### config.mk
export PLATFORM = sky130hd
export DESIGN_NAME = handshake_pipe_full_patting
export DESIGN_NICKNAME = d
export VERILOG_FILES = /design/src/rtl/handshake_pkg.sv /design/src/rtl/hs_data_slot.sv /design/src/rtl/handshake_pipe_full_patting.sv
export SDC_FILE = /design/constraint.sdc
export NUM_CORES = 1
export LEC_CHECK = 0
export ABC_AREA = 1
export CAP_MARGIN = 20
export CORE_ASPECT_RATIO = 2
export CORE_MARGIN = 1
export CORE_UTILIZATION = 50
export CTS_CLUSTER_SIZE = 20
export DETAILED_ROUTE_END_ITERATION = 10
export GPL_TIMING_DRIVEN = 0
export PLACE_DENSITY = 0.87
export SLEW_MARGIN = 20
export SYNTH_ARGS = -nofsm -noshare
export SYNTH_HDL_FRONTEND = slang
export SYNTH_SLANG_ARGS = --single-unit
### constraint.sdc
create_clock -name clk -period 1.7 [get_ports clk]
set_clock_uncertainty 0.1 [all_clocks]
set_input_delay 0.17 -clock clk [delete_from_list [all_inputs] [get_ports clk]]
set_output_delay 0.17 -clock clk [all_outputs]
set_load 0.01 [all_outputs]
### src/rtl/handshake_pkg.sv
// Shared constants for the ready/valid patting pipe: state encoding and
// occupancy width (occupancy is the state encoding itself).
package handshake_pkg;

    localparam int OCC_W = 2;

    typedef enum logic [OCC_W-1:0] {
        EMPTY = 2'd0,
        BUSY  = 2'd1,
        FULL  = 2'd2
    } hs_state_e;

endpackage

### src/rtl/hs_data_slot.sv
// One payload register with load enable; used for both the main and the
// skid slot of the patting pipe.
module hs_data_slot #(
    parameter int DATA_W = 32
) (
    input  logic              clk,
    input  logic              rst_n,
    input  logic              en,
    input  logic [DATA_W-1:0] d,
    output logic [DATA_W-1:0] q
);

    always_ff @(posedge clk or negedge rst_n) begin
        if (!rst_n) begin
            q <= '0;
        end else if (en) begin
            q <= d;
        end
    end

endmodule

### src/rtl/handshake_pipe_full_patting.sv
// Two-entry ready/valid pipe stage with both valid and ready registered:
// a main slot drives the output and a skid slot absorbs the beat in flight.
module handshake_pipe_full_patting
    import handshake_pkg::*;
#(
    parameter int DATA_W = 32,
    parameter int CNT_W  = 16
) (
    input  logic              clk,
    input  logic              rst_n,
    input  logic              flush,
    input  logic              master_valid,
    input  logic [DATA_W-1:0] master_data,
    output logic              master_ready,
    output logic              slave_valid,
    output logic [DATA_W-1:0] slave_data,
    input  logic              slave_ready,
    output logic [OCC_W-1:0]  occupancy,
    output logic [CNT_W-1:0]  beat_cnt
);

    hs_state_e         state;
    hs_state_e         state_nxt;
    logic              in_fire;
    logic              out_fire;
    logic              main_en;
    logic              skid_en;
    logic [DATA_W-1:0] main_d;
    logic [DATA_W-1:0] skid_q;

    assign in_fire   = master_valid & master_ready;
    assign out_fire  = slave_valid & slave_ready;
    assign occupancy = state;

    always_comb begin
        state_nxt = state;
        main_en   = 1'b0;
        skid_en   = 1'b0;
        main_d    = master_data;
        case (state)
            EMPTY: begin
                if (in_fire) begin
                    state_nxt = BUSY;
                    main_en   = 1'b1;
                end
            end
            BUSY: begin
                if (in_fire && out_fire) begin
                    main_en = 1'b1;
                end else if (in_fire) begin
                    state_nxt = FULL;
                    skid_en   = 1'b1;
                end else if (out_fire) begin
                    state_nxt = EMPTY;
                end
            end
            FULL: begin
                // master_ready is low here, so only the drain side can move
                if (out_fire) begin
                    state_nxt = BUSY;
                    main_en   = 1'b1;
                    main_d    = skid_q;
                end
            end
            default: state_nxt = EMPTY;
        endcase
        // Flush wins over everything, but leaves the data slots untouched
        if (flush) begin
            state_nxt = EMPTY;
            main_en   = 1'b0;
            skid_en   = 1'b0;
        end
    end

    always_ff @(posedge clk or negedge rst_n) begin
        if (!rst_n) begin
            state        <= EMPTY;
            slave_valid  <= 1'b0;
            master_ready <= 1'b1;
            beat_cnt     <= '0;
        end else begin
            state        <= state_nxt;
            slave_valid  <= (state_nxt != EMPTY);
            master_ready <= (state_nxt != FULL);
            if (out_fire) begin
                beat_cnt <= beat_cnt + CNT_W'(1);
            end
        end
    end

    hs_data_slot #(.DATA_W(DATA_W)) u_main_slot (
        .clk   (clk),
        .rst_n (rst_n),
        .en    (main_en),
        .d     (main_d),
        .q     (slave_data)
    );

    hs_data_slot #(.DATA_W(DATA_W)) u_skid_slot (
        .clk   (clk),
        .rst_n (rst_n),
        .en    (skid_en),
        .d     (master_data),
        .q     (skid_q)
    );

endmodule
==> results.tsv <==
metric	value	unit
Worst Reg-to-Reg Cells	8	
Port Buffers	88	
largest net degree at the start of global routing	49	
Tot GR Track Use	25.9	%
Clk Latency, worst-skew pair	0.34	ns
Crit Path Max Fanout	4	
crit-path cells	clkdlybuf4s50_1	
number of diodes	0	
Worst Setup End Kind	output pin	
antenna violations before repair	0	
share of the synthesized area in the top cell type	54.9	%
Critical path buffers and inverters	1	
vias in the first global route	3413	
Core ar.	7270	µm²
outcome	complete, no violations	
maximum vdd drop	1.26	mV
via count	3304	
Die H	125	µm
first drt pass iteration count	4	
reg2reg setup slack	0.13	ns
# Max-Cap Violations	0	
GP Congestion	0.849	
yosys warns	0	
Critical Path RT	1.43	ns
Via density	5.11	
delay of the slowest critical-path stage	0.60	ns
share of cells above drive strength 1	9.91	%
die area	7940	µm²
hpwl dp	6.62	mm
#FFs+latches synth	84	
main flop type after synthesis	dfrtp_1	
Tightest Hold Check Type	primary input to asynchronous set/reset pin	
grt total ovfl	0	
first-pass GRT wire length	15.7	mm
final setup fails	0	
number of distinct library cells after synthesis	26	
cell with the most instances after synthesis	nand2_1	
routed wire length	9.23	mm
Setup Crit Path Kind	register to output pin	
Syn Inst Count	445	
Leak	2.62	nW
DR iter-0 viols	264	
clock buffer depth	2	
setup TNS	0	ns
Root Driver	clkbuf_16	
initial core utilization	52.1	%
startpoint types	register	
Nets	588	
Rel. slew slack	58.2	%
most instantiated cells after synthesis	nand2_1, dfrtp_1, o21ai_1, inv_1, nor2_1	
final hold vios	0	
EDFF count, synth	0	
io pins	89	
clk sinks	84	
H-Tree Depth	3	
clock tree from TritonCTS	built	
fmax	0.624	GHz
WP data arrival	1.33	ns
TritonCTS Buffers	9	
min Tclk post-route	1.60	ns
die width	63.5	µm
RR Startpoint	master_ready	
WHS	0.295	ns
Finished Cell Area	5150	µm²
Final Cycle Share	94.3	%
area leader, netlist	dfrtp_1	
drt drc	0	
Worst-path clk slew	0.06	ns
top post-synthesis cells by area	dfrtp_1, nand2_1, o21ai_1, inv_1, o21ai_0	
synthesized area per cell	8.51	µm²
Syn Std Cell Area	3780	µm²
Slew Viols, Final	0	
Std-Cell Rows	44	
r2r endpoint	u_main_slot.q[3]	
fin util	70.8	%
cell family with most CP delay	buffers and inverters	
RSZ-0062 raised after global routing	true	
Pwr per Cell Area	1330	nW/µm²
drt wl/cell	14.3	µm
syn nets	483	
share of the yosys chip area belonging to registers	55.6	%
area delta synth->final	36.0	%
Least-Margin Pin Slew	0.627	ns
Crit-path slowest cell	clkdlybuf4s50_1	
antenna viol nets, final	0	
Post-synth ARST share	100	%
Cell Area, Placed	4800	µm²
sequential cells by signal, summed over array words and instances, names as in the netlist:
signal         count
occupancy          2
u_skid_slot.q     32
beat_cnt          16
slave_valid        1
u_main_slot.q     32
master_ready       1
cells by family after synthesis:
logic type                 synth area share [%]
and+or+nand+nor                            20.0
DFF                                        55.6
AOI/OAI and AO/OA                          11.6
buffers and inverters                      9.92
xor gates and xnor gates                   2.55
adders and majority gates                 0.331
report_power, final:
group,internal [mW],switching [mW]
Sequential,2.63,0.365
Combinational,0.960,0.872
Clock,1.21,0.776
Total,4.81,2.01
metal layers:
| layer | routed length [µm] | vias up | GRT usage (%) |
|---|---|---|---|
| li1 | - | 1585 | - |
| met1 | 3280 | 1588 | 27.7 |
| met2 | 5200 | 97 | 45.8 |
| met3 | 278 | 34 | 3.47 |
| met4 | 474 | 0 | 17.2 |
| met5 | 0 | - | 0 |
repair_timing:
item	in CTS	in global routing
endpoints found under the setup margin	0	4
hold buffers	1	0
buffers inserted	0	4
endpoints found under the hold margin	47	0
gates resized for setup	0	2
final cells by class:
cell class | count | area (µm²)
Buffer | 20 | 166
Clock buffer | 12 | 256
Clock inverter | 4 | 47.5
Fill cell | 587 | 2120
Inverter | 55 | 209
Multi-Input combinational cell | 286 | 1310
Sequential cell | 84 | 2100
Tap cell | 92 | 115
Timing Repair Buffer | 94 | 941
stage by stage:
step                      worst slack [ns]  std cells  power [mW]
after floorplan                      0.232        445        3.82
after global placement               -2.49        625        4.69
after detailed placement            -0.132        626        4.81
after CTS                          0.00377        643        6.80
after global routing              -0.00427        647        7.19
final                               0.0970        647        6.82
how the worst max path moves through the flow:
stage                            start                 to  slack [ns]  depth (start not counted)
after detailed placement   slave_ready  u_skid_slot.q[12]       -0.13                          7
after global routing      master_ready  u_main_slot.q[22]      -0.004                          9
final                      beat_cnt[0]        beat_cnt[0]         0.1                          1
after floorplan           master_ready   u_main_slot.q[2]        0.23                          8
after CTS                 master_ready       master_ready       0.004                          1
after global placement           rst_n        beat_cnt[2]       -2.49                          1
cell usage in the layout, fill, tap and decap left out, types with 3 or more instances in the layout:
cell and count:
a21oi_1 14, buf_2 4, buf_4 12, buf_6 8, clkbuf_16 9, clkdlybuf4s50_1 86, dfrtp_1 83, inv_1 52
nand2_1 143, nand2_2 3, nand3_1 6, nor2_1 22, nor2_2 4, nor3_1 3, o21ai_0 18, o21ai_1 54
xnor2_1 3, xor2_1 8
(Power assumes the default switching activity.)
